[config.mk]
export PLATFORM = sky130hd
export DESIGN_NAME = fetch_queue
export DESIGN_NICKNAME = d
export VERILOG_FILES = /design/src/rtl/fetch_queue.sv
export SDC_FILE = /design/constraint.sdc
export NUM_CORES = 1
export LEC_CHECK = 0
export BUFFER_PORTS_ARGS = -buffer_cell sky130_fd_sc_hd__buf_2
export CAP_MARGIN = 20
export CELL_PAD_IN_SITES_DETAIL_PLACEMENT = 1
export CELL_PAD_IN_SITES_GLOBAL_PLACEMENT = 2
export CORE_AREA = 2 2 183 185
export DETAILED_ROUTE_END_ITERATION = 7
export DIE_AREA = 0 0 185 187
export PLACE_DENSITY = 0.75
export SYNTH_ARGS = -nofsm -noshare
export SYNTH_HDL_FRONTEND = slang
export SYNTH_SLANG_ARGS = --single-unit
[constraint.sdc]
create_clock -name clk -period 1.85 [get_ports clk]
set_input_delay 0.0925 -clock clk [delete_from_list [all_inputs] [get_ports clk]]
set_output_delay 0.0925 -clock clk [all_outputs]
set_load 0.02 [all_outputs]
[src/rtl/fetch_queue.sv]
// fetch_queue: in-order fetch-to-decode FIFO with flush; FETCH_QUEUE_BYPASS_EN adds a zero-latency path when empty.
`ifndef PC_SIZE
`define PC_SIZE 32
`endif
`ifndef INSTR_SIZE
`define INSTR_SIZE 32
`endif

module fetch_queue #(
   parameter int PC_W    = `PC_SIZE,
   parameter int INSTR_W = `INSTR_SIZE,
   parameter int DEPTH   = 4
) (
   input  logic               clk,
   input  logic               rst_n,
   input  logic               flush,
   input  logic               if_valid,
   input  logic [PC_W-1:0]    if_pc,
   input  logic [INSTR_W-1:0] if_instr,
   input  logic               if_take,
   output logic               if_ready,
   output logic               id_valid,
   output logic [PC_W-1:0]    id_pc,
   output logic [INSTR_W-1:0] id_instr,
   output logic               id_take,
   input  logic               id_ready
);
   localparam int AW = $clog2(DEPTH);
   localparam logic [AW:0] FULL = DEPTH[AW:0];
   logic [PC_W-1:0]    pc_mem    [DEPTH];
   logic [INSTR_W-1:0] instr_mem [DEPTH];
   logic               take_mem  [DEPTH];
   logic [AW-1:0]      wr_ptr, rd_ptr;
   logic [AW:0]        count;
   logic               empty, push, pop;
   assign empty    = count == '0;
   assign if_ready = count != FULL;
`ifdef FETCH_QUEUE_BYPASS_EN
   logic byp;
   // Empty queue: the fetch entry goes straight to decode and is stored only if decode stalls.
   assign byp      = empty & if_valid & ~flush;
   assign push     = if_valid & if_ready & ~flush & ~(byp & id_ready);
   assign pop      = ~empty & id_ready & ~flush;
   assign id_valid = ~empty | byp;
   assign id_pc    = byp ? if_pc : pc_mem[rd_ptr];
   assign id_instr = byp ? if_instr : instr_mem[rd_ptr];
   assign id_take  = byp ? if_take : take_mem[rd_ptr];
`else
   assign push     = if_valid & if_ready & ~flush;
   assign pop      = id_valid & id_ready & ~flush;
   assign id_valid = ~empty;
   assign id_pc    = pc_mem[rd_ptr];
   assign id_instr = instr_mem[rd_ptr];
   assign id_take  = take_mem[rd_ptr];
`endif
   always_ff @(posedge clk or negedge rst_n) begin
      if (!rst_n) begin
         wr_ptr <= '0;
         rd_ptr <= '0;
         count  <= '0;
         for (int i = 0; i < DEPTH; i++) begin
            pc_mem[i]    <= '0;
            instr_mem[i] <= '0;
            take_mem[i]  <= 1'b0;
         end
      end else if (flush) begin
         wr_ptr <= '0;
         rd_ptr <= '0;
         count  <= '0;
      end else begin
         if (push) begin
            pc_mem[wr_ptr]    <= if_pc;
            instr_mem[wr_ptr] <= if_instr;
            take_mem[wr_ptr]  <= if_take;
            wr_ptr            <= wr_ptr + 1'b1;
         end
         if (pop) rd_ptr <= rd_ptr + 1'b1;
         if (push && !pop) count <= count + 1'b1;
         else if (pop && !push) count <= count - 1'b1;
      end
   end
endmodule

Yosys cells after proc, flatten, opt, wreduce, memory -nomap -nowiden
Index checks and enable logic that the tools add are counted.
Widths: inputs -> output; s select.
{"block": "totals", "reg_bits": 267}
{"block": "classes", "n_addsub": 4, "magnitude_cmp": 3, "n_eq_ne": 1, "n_mux": 23, "n_bitwise": 8, "reduce_logical": 10}
{"op": "$bwmux 128", "count": 2}
{"op": "$mux 32", "count": 5}
{"op": "$bmux 32 s2", "count": 2}
{"op": "$demux 32 s2", "count": 1}
{"op": "$mux 3", "count": 3}
{"op": "$mux 2", "count": 4}
{"op": "$ge 3x3->1 const B", "count": 2}
{"op": "$not 2->3", "count": 2}
{"op": "$add 2x1->2 const B", "count": 2}
{"op": "$and 1x1->1", "count": 4}
{"op": "$bwmux 4", "count": 1}
{"op": "$reduce_bool 2->1", "count": 2}
{"op": "$add 3x1->3 const B", "count": 1}
{"op": "$logic_and 1x1->1", "count": 3}
{"op": "$logic_not 3->1", "count": 1}
{"op": "$lt 3x1->1 const B", "count": 1}
{"op": "$mux 1", "count": 3}
{"op": "$ne 3x3->1 const B", "count": 1}
{"op": "$reduce_bool 3->1", "count": 1}
{"op": "$sub 3x1->3 const B", "count": 1}
{"op": "$bmux 1 s2", "count": 1}
{"op": "$demux 1 s2", "count": 1}
{"op": "$logic_not 1->1", "count": 2}
{"op": "$not 1->1", "count": 2}
{"op": "$reduce_and 2->1", "count": 1}

Logic depth before layout (Yosys ltp)
Gate-level depths: netlist of run 1.
{"block": "depth", "depth_word": 8, "depth_mapped": 8, "depth_no_buf": 7}

Worst setup path after synthesis of run 1
Ideal clock, no wire load.
{"block": "synth_path", "kind": "reg-to-reg", "startpoint": "reg count[1]", "endpoint": "reg count[2]", "setup_ns": 0.094, "arrival_ns": 1.972, "path_slack_ns": -0.216, "path_stages_with_launch": 9, "n_path_buf": 1, "period_less_slack_ns": 2.066, "path_cell_list": "dfrtp_1 buf_2 nor3b_4 inv_2 and3_1 fa_1 and3b_1 a21o_1 a211oi_1"}
{"block": "synth_via", "elab_cells_between_ends": 17, "cone_classes": "add/sub (2); eq/ne (1); mux (3); bitwise (5); reduce/logical (6)"}
{"item": "from (decl)", "line": "34", "text": "logic [AW:0] count;"}
{"item": "from (signal assigned)", "line": "78", "text": "if (push && !pop) count <= count + 1'b1;"}
{"item": "from (signal assigned)", "line": "79", "text": "else if (pop && !push) count <= count - 1'b1;"}
{"item": "$ne 3x3->1 *", "line": "37", "text": "assign if_ready = count != FULL;"}
{"item": "net if_ready", "line": "21", "text": "output logic if_ready,"}
{"item": "$and 1x1->1 * (2 in series)", "line": "49", "text": "assign push = if_valid & if_ready & ~flush;"}
{"item": "$logic_and 1x1->1 / $logic_not 1->1 (equally long branches)", "line": "78, 79"}
{"item": "$mux 3 / $logic_and 1x1->1 (equally long branches)", "line": "78, 79"}
{"item": "$mux 3 / $reduce_bool 3->1 (equally long branches)"}
Mark *: on every way through the listed nets, which the timed path passes. The rest lies on a longest branch. The select of a mux whose other input is x is not followed.
A chain may end at the register's enable or synchronous reset.

Worst setup path in the final report of run 1
{"block": "layout_path", "startpoint": "reg rd_ptr[0]", "endpoint": "out id_pc[18]"}
{"block": "layout_via", "elab_chain_cells": 4}
{"item": "from (decl)", "line": "33", "text": "logic [AW-1:0] wr_ptr, rd_ptr;"}
{"item": "from (signal assigned)", "line": "77", "text": "if (pop) rd_ptr <= rd_ptr + 1'b1;"}
{"item": "$not 2->3 (not written as such)", "line": "52", "text": "assign id_pc = pc_mem[rd_ptr];"}
{"item": "$bmux 32 s2", "line": "52"}
{"item": "$mux 32 (not written as such) (2 in series)", "line": "52"}
{"item": "to (decl)", "line": "23", "text": "output logic [PC_W-1:0] id_pc,"}
Every way passes these cells. The select of a mux whose other input is x is not followed.

==> implementation parameters, run 1 <==
Parameter                              Value

Status
  Result of the run ... finished with violations
  Violations in the final reports ... negative setup slack

Timing
  Final worst-path cycle share ... 112%
  Total Negative Setup Slacks ... -12.10 ns
  Worst Tran Pin Value ... 0.447 ns
  Unrepaired setup endpoints after global routing ... true
  Minimum clock period after layout ... 2.07 ns
  Worst slew margin relative to its limit ... 70.2%
  Final setup violation count ... 66
  Achievable Freq ... 482 MHz
  Final number of max-transition violations ... 0
  Setup skew after layout ... 0.0112 ns
  Final Hold Fails ... 0
  Final hold slack ... 0.0358 ns
  PnR worst setup slack ... -0.224 ns

Synth
  Post-synthesis mux area share ... 40.3%
  Commonest register cell after synthesis ... sky130_fd_sc_hd__dfrtp_1
  Synth Register Bits ... 267
  Sequential area share after synthesis ... 52.1%
  Number of standard cells after synthesis ... 691
  Fraction of the mapped netlist area in compound gates ... 0.898%
  Netlist area before placement ... 0.0128 mm²
  Synthesized-area fraction occupied by adder cells ... 0.547%
  Largest family of logic cells by synthesized area ... multiplexers
  Fraction of synthesis flops using an asynchronous set or reset pin ... 100%
  Simple-Gate Fraction of Synth Area ... 1.02%
  Number of flops mapped to enable cells by yosys ... 0
  Ys Warns ... 0
  Post-synth net total ... 766
  Fraction of synthesized cell area in xor and xnor cells ... 0.137%
  Number of distinct library cells after synthesis ... 36
  Average cell area after synthesis ... 18.6 µm²

Floorplan
  Initial core utilization ... 39.0%
  Core outline area ... 0.0329 mm²
  Area of the die ... 0.0346 mm²
  Die height ... 187 µm
  Die width ... 185 µm
  Total number of placement rows ... 67
  Ports ... 137

GRT
  Number of antenna violations at the first check in global routing ... 0
  Largest net degree at the start of global routing ... 52
  All-Layer GR Usage ... 17.7%
  Number of global-route vias before repair ... 8068
  First-pass GRT wire length ... 47.8 mm
  Remaining global-route overflow ... 0

Detailed routing
  Count of unresolved DRC violations after routing ... 0
  Routed length per instance ... 21.6 µm
  Routed Wire Length ... 30.8 mm
  Routed via count divided by cell count ... 4.98
  Vias ... 7097
  Number of nets still failing antenna checks after routing ... 0
  1st-iter DRT viols ... 218
  Initial DRT Pass Iterations ... 4

Cells and area
  Number of antenna diodes ... 0
  Most common cell after layout, fill and taps aside ... sky130_fd_sc_hd__dfrtp_1
  Most used cells in the layout excluding fill and tap cells ... sky130_fd_sc_hd__dfrtp_1 (263), sky130_fd_sc_hd__mux2_4 (200), sky130_fd_sc_hd__buf_2 (91)
  Area delta synth->final ... 30.5%
  Final net count ... 1031
  Fraction of layout instances using a drive strength above 1 ... 61.3%

CTS
  Buffer depth of the longest clock path ... 3
  CTS tree ... built
  Clock insertion delay at the later pin of the skew report ... 0.49 ns
  TritonCTS Sinks ... 267
  Number of buffers inserted during clock tree synthesis ... 34
  Number of levels the H-tree was split into ... 2
  Worst-path clk slew ... 0.05 ns
  Root Buffer Master ... sky130_fd_sc_hd__clkbuf_16

Setup path
  CP Launch Type ... flop
  Critical path's largest stage delay ... 0.53 ns
  Critical path class ... flop to primary output
  Cell chain of the critical path ... buf_8, buf_16, mux4_2, buf_2
  Worst-path fanout max ... 5
  Cell with the biggest individual delay on the critical path ... sky130_fd_sc_hd__mux4_2
  Cell family with the largest share of critical-path delay ... multiplexers
  Required arrival time at the worst endpoint ... 1.76 ns
  Critical path arrival ... 1.98 ns
  Buffers and inverters on the worst path ... 3
  Endpoint class of the critical path ... primary output

Placed design
  DPL Wire Length ... 17.4 mm
  Port bufs ... 136
  Global placer's final weighted congestion ... 0.743
  Setup Slack @ Placement ... -0.0802 ns

Pwr
  Peak supply drop ... 0.000879 V
  Power per cell area ... 1730 mW/mm²
  Tot Pwr ... 28.9 mW
  Leakage power ... 8.12 nW

Worst hold path
  Hold crit path type ... primary input to flop

Flow run
  Maxcap violations ... 0
==> logic make-up after synthesis <==
logic type                 after synthesis
buffers and inverters                   56
AOI/OAI and AO/OA                       16
muxes                                  327
and+or+nand+nor                         18
DFF                                    267
xor gates and xnor gates                 2
adders and majority gates                5
==> stage by stage <==
stage          util (%)  area, µm²  cells
2_1_floorplan         -      12800    691
3_3_place_gp       42.9      14100   1269
3_5_place_dp       42.9      14100   1269
4_1_cts            49.8      16400   1407
5_1_grt            50.9      16700   1424
6_report           50.9      16700   1424
==> per-layer routing <==
metal	up-vias	wire length (µm)	global-route usage [%]
li1	3106	-	-
met1	3821	14200	24.9
met2	136	14800	28.7
met3	34	1410	3.84
met4	0	421	3.11
met5	-	0	0
==> state kept, by name (all words and copies together) (netlist names) <==
signal	flops
pc_mem	128
rd_ptr	2
instr_mem	128
count	3
wr_ptr	2
take_mem	4
==> path summary, 6_finish.rpt <==
path	slack (ns)	cells past startpoint	start	endpoint
max in group asynchronous	1.03	3	rst_n	instr_mem[53]
hold reg to reg	0.50	1	instr_mem[0]	instr_mem[0]
setup / recovery	-0.22	4	rd_ptr[0]	id_pc[18]
min in group asynchronous	0.12	2	rst_n	pc_mem[70]
hold / removal	0.04	4	id_ready	rd_ptr[0]
setup reg to reg	-0.06	7	count[0]	count[2]
==> cell type report <==
type,count,area [µm²]
multi-input cells,368,5550
well taps,448,561
flip-flops and latches,267,6690
clock inverters,5,56.3
repair buffers,277,2850
fillers,3111,16100
clock buffers,51,996
inverters,8,32.5
==> what timing repair did <==
| item | CTS | global route |
|---|---|---|
| gates resized for setup | 92 | 17 |
| hold endpoints to repair | 518 | 0 |
| hold buffers | 67 | 0 |
| setup buffers | 8 | 9 |
| pin swaps | 3 | 4 |
| gates cloned | 8 | 8 |
| setup endpoints to repair | 94 | 186 |
==> cell usage after synthesis (2+ instances only) <==
cell type                  count  area, µm²
sky130_fd_sc_hd__dfrtp_1     267       6680
sky130_fd_sc_hd__mux2_4      200       3000
sky130_fd_sc_hd__mux4_2       65       1460
sky130_fd_sc_hd__mux2_2       61        687
sky130_fd_sc_hd__buf_12       24        480
sky130_fd_sc_hd__buf_2         8       40.0
sky130_fd_sc_hd__buf_4         8       60.1
sky130_fd_sc_hd__inv_1         7       26.3
sky130_fd_sc_hd__nor2_1        7       26.3
sky130_fd_sc_hd__clkbuf_1      4       15.0
sky130_fd_sc_hd__ha_1          4       50.1
sky130_fd_sc_hd__nand3_2       4       40.0
sky130_fd_sc_hd__buf_1         3       11.3
sky130_fd_sc_hd__o21ai_0       3       15.0
sky130_fd_sc_hd__a21oi_1       2       10.0
sky130_fd_sc_hd__nand3_1       2       10.0
sky130_fd_sc_hd__o31ai_1       2       15.0
sky130_fd_sc_hd__xor2_1        2       17.5
==> worst register-to-register path: stages (launching register included) <==
cell and delay (ns):
sky130_fd_sc_hd__dfrtp_2 0.44, sky130_fd_sc_hd__nor3b_4 0.26, sky130_fd_sc_hd__inv_4 0.05, sky130_fd_sc_hd__and3_4 0.15
sky130_fd_sc_hd__fa_2 0.35, sky130_fd_sc_hd__and3b_1 0.20, sky130_fd_sc_hd__a21o_1 0.17, sky130_fd_sc_hd__a211oi_2 0.22
==> power by group <==
| group | switching [mW] | total [mW] | leakage (nW) | internal [mW] |
|---|---|---|---|---|
| registers | 1.49 | 9.90 | 3.36 | 8.41 |
| clock network | 2.40 | 6.23 | 0.513 | 3.84 |
| logic | 4.99 | 12.8 | 4.25 | 7.82 |
| total | 8.88 | 28.9 | 8.12 | 20.1 |
No activity file was read; power rests on OpenSTA's default activity.
==> inputs of run 2 (changes only) <==
==> config.mk (replaced) <==
export PLATFORM = sky130hd
export DESIGN_NAME = fetch_queue
export DESIGN_NICKNAME = d
export VERILOG_FILES = /design/src/rtl/fetch_queue.sv
export SDC_FILE = /design/constraint.sdc
export NUM_CORES = 1
export LEC_CHECK = 0
export BUFFER_PORTS_ARGS = -buffer_cell sky130_fd_sc_hd__buf_2
export CAP_MARGIN = 20
export CORE_AREA = 2 2 159 161
export DETAILED_ROUTE_END_ITERATION = 7
export DIE_AREA = 0 0 161 163
export PLACE_DENSITY = 0.72
export SYNTH_ARGS = -nofsm -noshare
export SYNTH_HDL_FRONTEND = slang
export SYNTH_SLANG_ARGS = --single-unit
==> run 2 against run 1 <==
The flow still finishes with violations (negative setup slack). First-iteration DRC count increased by 100%. Non-clock buffer count is 17 lower. Via count shrank 1.2%.
==> implementation parameters, run 2 (synthesized netlist as in run 1, its figures left out) <==
Parameter                              Value

CTS
  Clock insertion delay at the later pin of the skew report ... 0.53 ns
  Buffer depth of the longest clock path ... 3
  CTS tree ... built
  Number of buffers inserted during clock tree synthesis ... 28
  TritonCTS Sinks ... 267
  Root Buffer Master ... sky130_fd_sc_hd__clkbuf_16
  Worst-path clk slew ... 0.06 ns
  Number of levels the H-tree was split into ... 1

Floorplan
  Die width ... 161 µm
  Die height ... 163 µm
  Core outline area ... 0.0247 mm²
  Initial core utilization ... 52.0%
  Area of the die ... 0.0262 mm²
  Ports ... 137
  Total number of placement rows ... 58

Status
  Result of the run ... finished with violations
  Violations in the final reports ... negative setup slack

Worst hold path
  Hold crit path type ... primary input to async pin

Timing
  Final setup violation count ... 66
  Setup skew after layout ... 0.0165 ns
  Achievable Freq ... 465 MHz
  PnR worst setup slack ... -0.300 ns
  Unrepaired setup endpoints after global routing ... true
  Worst Tran Pin Value ... 0.486 ns
  Worst slew margin relative to its limit ... 67.6%
  Final worst-path cycle share ... 116%
  Minimum clock period after layout ... 2.15 ns
  Final Hold Fails ... 0
  Final number of max-transition violations ... 0

GRT
  Largest net degree at the start of global routing ... 65
  Remaining global-route overflow ... 0
  All-Layer GR Usage ... 22.1%
  Number of global-route vias before repair ... 8026
  First-pass GRT wire length ... 45.8 mm
  Number of antenna violations at the first check in global routing ... 0

Pwr
  Leakage power ... 7.95 nW
  Share of power burned in the clock network ... 20.3%
  Peak supply drop ... 0.00100 V
  Tot Pwr ... 28.7 mW
  Part of the total power dissipated in sequential elements ... 34.5%
  Internal Pwr Total ... 19.9 mW
  Proportion of power drawn by combinational gates ... 45.3%
  Power per cell area ... 1760 mW/mm²
  Switching power ... 8.85 mW
  Switching power share of the total ... 30.8%

Detailed routing
  1st-iter DRT viols ... 446
  Number of nets still failing antenna checks after routing ... 0
  Initial DRT Pass Iterations ... 4
  Amount of wire on met2 after detailed routing ... 13.9 mm
  Top metal layer carrying routed signals ... met4
  Routed Wire Length ... 28.7 mm
  Detailed-route wire length on metal 1 ... 13.0 mm
  Count of unresolved DRC violations after routing ... 0
  Vias ... 7011
  Routed length per instance ... 22.3 µm
  Met3 wire length ... 1.33 mm
  Routed via count divided by cell count ... 5.46

Cells and area
  Most used cells in the layout excluding fill and tap cells ... sky130_fd_sc_hd__dfrtp_1 (264), sky130_fd_sc_hd__mux2_4 (200), sky130_fd_sc_hd__buf_2 (80)
  Fraction of layout instances using a drive strength above 1 ... 60.5%
  Number of antenna diodes ... 0
  Final Util ... 66.0%
  Area delta synth->final ... 27.1%
  Top Registers ... instr_mem (128), pc_mem (128), take_mem (4)
  Most common cell after layout, fill and taps aside ... sky130_fd_sc_hd__dfrtp_1
  Sequential cell area in the final layout ... 0.00669 mm²
  Footprint of the multi-input gates ... 0.00555 mm²
  Final net count ... 1008
  Final-layout fill cell count ... 1674

Placed design
  Global placer's final weighted congestion ... 0.790
  Port bufs ... 136
  DPL Wire Length ... 17.4 mm

Setup path
  Critical path class ... flop to primary output
  Required arrival time at the worst endpoint ... 1.76 ns
  Reg2Reg Capture Point ... count[2]
  Crit. Startpoint ... rd_ptr[0]
  Crit Reg-Reg Startpoint ... count[0]
  Critical path arrival ... 2.06 ns
  Worst-path fanout max ... 6
  CP Launch Type ... flop
  R2R setup slack ... -0.03 ns
  Endpoint class of the critical path ... primary output
  Endpoint of the worst setup timing path ... id_pc[9]
  R2R depth ... 7

Flow run
  Maxcap violations ... 0
-- run 2: worst min-delay path by stage --
stage / end / slack [ns] / start / cells past startpoint
2_1_floorplan: count[0] / -0.20 / rst_n / 0
3_3_place_gp: pc_mem[104] / 0.05 / rst_n / 1
3_5_place_dp: pc_mem[104] / 0.06 / rst_n / 1
4_1_cts: pc_mem[104] / 0.11 / rst_n / 2
5_1_grt: pc_mem[72] / 0.13 / rst_n / 2
6_report: pc_mem[72] / 0.1 / rst_n / 2
-- run 2: area by class of cell --
class | count | area share [%]
sequential | 267 | 41.1
multi-input combinational | 368 | 34.1
timing repair buffer | 260 | 16.2
clock buffer | 44 | 5.23
tap | 330 | 2.53
clock inverter | 7 | 0.676
inverter | 8 | 0.200
-- run 2: repair_timing --
action,CTS,global route
buffers inserted,6,3
setup endpoints to repair,66,107
gates cloned,4,4
hold endpoints to repair,506,0
gates resized for setup,72,55
hold buffers,69,0
pin swaps,3,2
-- run 2: critical path: stages, from the launching register on --
cell and delay (ns):
sky130_fd_sc_hd__dfrtp_4 0.49, sky130_fd_sc_hd__buf_12 0.16, sky130_fd_sc_hd__buf_12 0.14, sky130_fd_sc_hd__buf_16 0.14
sky130_fd_sc_hd__mux4_2 0.45, sky130_fd_sc_hd__buf_6 0.15
-- run 2: per-stage QoR --
step                setup TNS, ns  instances  worst slack [ns]  area [µm²]  hold slack [ns]
floorplan                 -0.0990        691           -0.0990       12800           -0.203
global placement          -0.0101       1147           -0.0101       13900           0.0514
detailed placement        -0.0490       1147           -0.0490       13900           0.0603
CTS                        -16.68       1277            -0.322       16000            0.108
global route               -20.14       1284            -0.346       16300            0.132
finish                     -15.71       1284            -0.300       16300           0.0966
-- run 2: power groups by stage --
stage	Sequential (mW)	Combinational, mW	Clock, mW
6_report	9.91	13.0	5.83
5_1_grt	10.2	13.7	6.21
4_1_cts	9.88	12.2	5.93
3_5_place_dp	9.92	10.7	0
3_3_place_gp	9.63	10.4	0
2_1_floorplan	9.31	8.24	0
-- run 2: routing by layer --
| metal | global-route usage (%) | up-vias |
|---|---|---|
| li1 | - | 3060 |
| met1 | 31.6 | 3734 |
| met2 | 35.9 | 183 |
| met3 | 3.69 | 34 |
| met4 | 4.79 | 0 |
| met5 | 0 | - |
==> inputs of run 3 (changes only) <==
--- a/config.mk
+++ b/config.mk
@@ -11,6 +11,7 @@
 export DETAILED_ROUTE_END_ITERATION = 7
 export DIE_AREA = 0 0 161 163
 export PLACE_DENSITY = 0.72
+export SETUP_SLACK_MARGIN = 0.4
 export SYNTH_ARGS = -nofsm -noshare
 export SYNTH_HDL_FRONTEND = slang
 export SYNTH_SLANG_ARGS = --single-unit
==> run 3 against run 2 <==
The flow still finishes with violations (negative setup slack). Wire length grew 24%. Clock skew shrank 0.0027 ns. Clock power is essentially flat. Cell area grew 11%. Sequential power is essentially flat. Worst hold slack lost 0.014 ns. Largest power group unchanged. Combinational power grew 8%. Fmax shrank 0.97%. Die area is the same. Non-clock buffer count grew 84. Highest routed layer unchanged. Largest cell class unchanged. Clock-buffer cell count shrank 6. Global-route usage grew 5.0 points.
==> implementation parameters, run 3 (synthesized netlist as in run 1, its figures left out) <==
Parameter                              Value

Timing
  Setup skew after layout ... 0.0138 ns
  Final worst-path cycle share ... 117%
  Final number of max-transition violations ... 0
  Worst slew margin relative to its limit ... 62.3%
  Final Hold Fails ... 0
  Final setup violation count ... 117
  PnR worst setup slack ... -0.321 ns
  Minimum clock period after layout ... 2.17 ns
  Worst Tran Pin Value ... 0.565 ns
  Achievable Freq ... 461 MHz
  Unrepaired setup endpoints after global routing ... true
  Total Negative Setup Slacks ... -19.06 ns

Pwr
  Leakage power ... 9.02 nW
  Power per cell area ... 1660 mW/mm²
  Peak supply drop ... 0.00110 V

Setup path
  Cell chain of the critical path ... buf_6, buf_12, buf_16, mux4_2, buf_6
  Critical path class ... flop to primary output
  Required arrival time at the worst endpoint ... 1.76 ns
  Critical path arrival ... 2.08 ns
  Endpoint class of the critical path ... primary output
  Reg2Reg Capture Point ... count[2]
  Cell with the biggest individual delay on the critical path ... sky130_fd_sc_hd__dfrtp_4
  CP Launch Type ... flop
  Endpoint of the worst setup timing path ... id_instr[11]
  Worst-path fanout max ... 7
  R2R depth ... 8
  R2R setup slack ... -0.09 ns
  CP most frequent cell ... sky130_fd_sc_hd__buf_6
  Critical path's largest stage delay ... 0.50 ns
  Crit. Startpoint ... rd_ptr[0]
  Crit Reg-Reg Startpoint ... count[0]

Cells and area
  Area delta synth->final ... 41.0%
  Final net count ... 1093
  Most used cells in the layout excluding fill and tap cells ... sky130_fd_sc_hd__dfrtp_1 (263), sky130_fd_sc_hd__mux2_4 (261), sky130_fd_sc_hd__buf_2 (91)
  Top Registers ... instr_mem (128), pc_mem (128), take_mem (4)
  Most common cell after layout, fill and taps aside ... sky130_fd_sc_hd__dfrtp_1
  Filler-free cell count of the finished design ... 1371
  Final-layout fill cell count ... 1372
  Fraction of layout instances using a drive strength above 1 ... 64.4%

Detailed routing
  Number of nets still failing antenna checks after routing ... 0
  Routed length per instance ... 25.9 µm
  Count of unresolved DRC violations after routing ... 0
  1st-iter DRT viols ... 501
  Vias ... 7767
  Routed via count divided by cell count ... 5.67
  Initial DRT Pass Iterations ... 5
  Routed Wire Length ... 35.5 mm

Status
  Violations in the final reports ... negative setup slack
  Result of the run ... finished with violations

Floorplan
  Die height ... 163 µm
  Area of the die ... 0.0262 mm²
  Core outline area ... 0.0247 mm²
  Initial core utilization ... 52.0%
  Total number of placement rows ... 58
  Die width ... 161 µm
  Ports ... 137

CTS
  CTS tree ... built
  Clock insertion delay at the later pin of the skew report ... 0.54 ns
  TritonCTS Sinks ... 267
  Worst-path clk slew ... 0.06 ns
  Number of buffers inserted during clock tree synthesis ... 29
  Root Buffer Master ... sky130_fd_sc_hd__clkbuf_16
  Number of levels the H-tree was split into ... 1
  Buffer depth of the longest clock path ... 3

Worst hold path
  Hold crit path type ... primary input to flop

GRT
  All-Layer GR Usage ... 27.1%
  Number of global-route vias before repair ... 8899
  Largest net degree at the start of global routing ... 67
  Remaining global-route overflow ... 0
  First-pass GRT wire length ... 54.4 mm
  Number of antenna violations at the first check in global routing ... 1

Placed design
  Setup Slack @ Placement ... -0.0301 ns
  Global placer's final weighted congestion ... 0.775
  DPL Wire Length ... 17.3 mm
  Port bufs ... 136
  Placed Instances ... 1144

Flow run
  Maxcap violations ... 0
[run 3: cell types whose count changed in the layout (fill, tap and decap cells not counted), moves of 4 or more]
cell                       previous run  this run
sky130_fd_sc_hd__mux2_2              61         0
sky130_fd_sc_hd__buf_4               19        27
sky130_fd_sc_hd__mux2_4             200       261
sky130_fd_sc_hd__clkinv_2             4         9
sky130_fd_sc_hd__buf_6               57        64
sky130_fd_sc_hd__clkbuf_8             7         3
sky130_fd_sc_hd__buf_16               7        38
sky130_fd_sc_hd__buf_2               80        91
sky130_fd_sc_hd__buf_12              23        41
sky130_fd_sc_hd__buf_8                1        10
[run 3: worst min-delay path by stage]
stage	from	end	slack (ns)	depth (start not counted)
after floorplan	rst_n	count[0]	-0.20	0
after global placement	rst_n	pc_mem[112]	0.09	1
after detailed placement	rst_n	pc_mem[48]	0.09	1
after CTS	id_ready	count[2]	0.008	4
after global routing	if_valid	count[2]	0.12	3
final	if_valid	wr_ptr[1]	0.08	4
[run 3: layer usage]
metal	global-route usage (%)	vias to the layer above	wire length [µm]
li1	-	3251	-
met1	36.6	4201	14500
met2	46.2	260	18500
met3	4.33	55	1740
met4	6.98	0	760
met5	0	-	0
[run 3: report_power, final]
part	internal, mW	switching (mW)
combinational	8.64	5.50
clock	3.41	2.38
sequential	8.41	1.70
total	20.5	9.58
[run 3: per-stage QoR]
| stage | hold WS, ns | util, % | area, µm² | power (mW) |
|---|---|---|---|---|
| after floorplan | -0.203 | - | 12900 | 17.7 |
| after global placement | 0.0873 | 56.4 | 13900 | 20.0 |
| after detailed placement | 0.0907 | 56.4 | 13900 | 20.6 |
| after CTS | 0.00771 | 72.0 | 17800 | 29.4 |
| after global routing | 0.117 | 73.2 | 18100 | 31.2 |
| final | 0.0830 | 73.2 | 18100 | 30.0 |
[run 3: cell type report]
class                   instances  area, µm²  share of cell area (%)
flip-flops and latches        267       6690                    37.0
multi-input cells             368       5830                    32.3
repair buffers                344       4160                    23.0
clock buffers                  38        790                    4.37
well taps                     330        413                    2.28
clock inverters                14        153                   0.845
inverters                       8       32.5                   0.180
diodes                          2       5.00                  0.0277
[run 3: what timing repair did]
item	CTS	global route
cloned	35	2
hold buffers	71	0
hold endpoints to repair	464	0
gates resized for setup	220	23
setup endpoints to repair	330	332
buffers inserted	51	14
pin swaps	8	9
[run 3: critical path, delay by kind of cell (launching register included)]
family / cells / cell delay, ns
muxes: 1 / 0.46
DFF: 1 / 0.50
buffers and inverters: 4 / 0.57
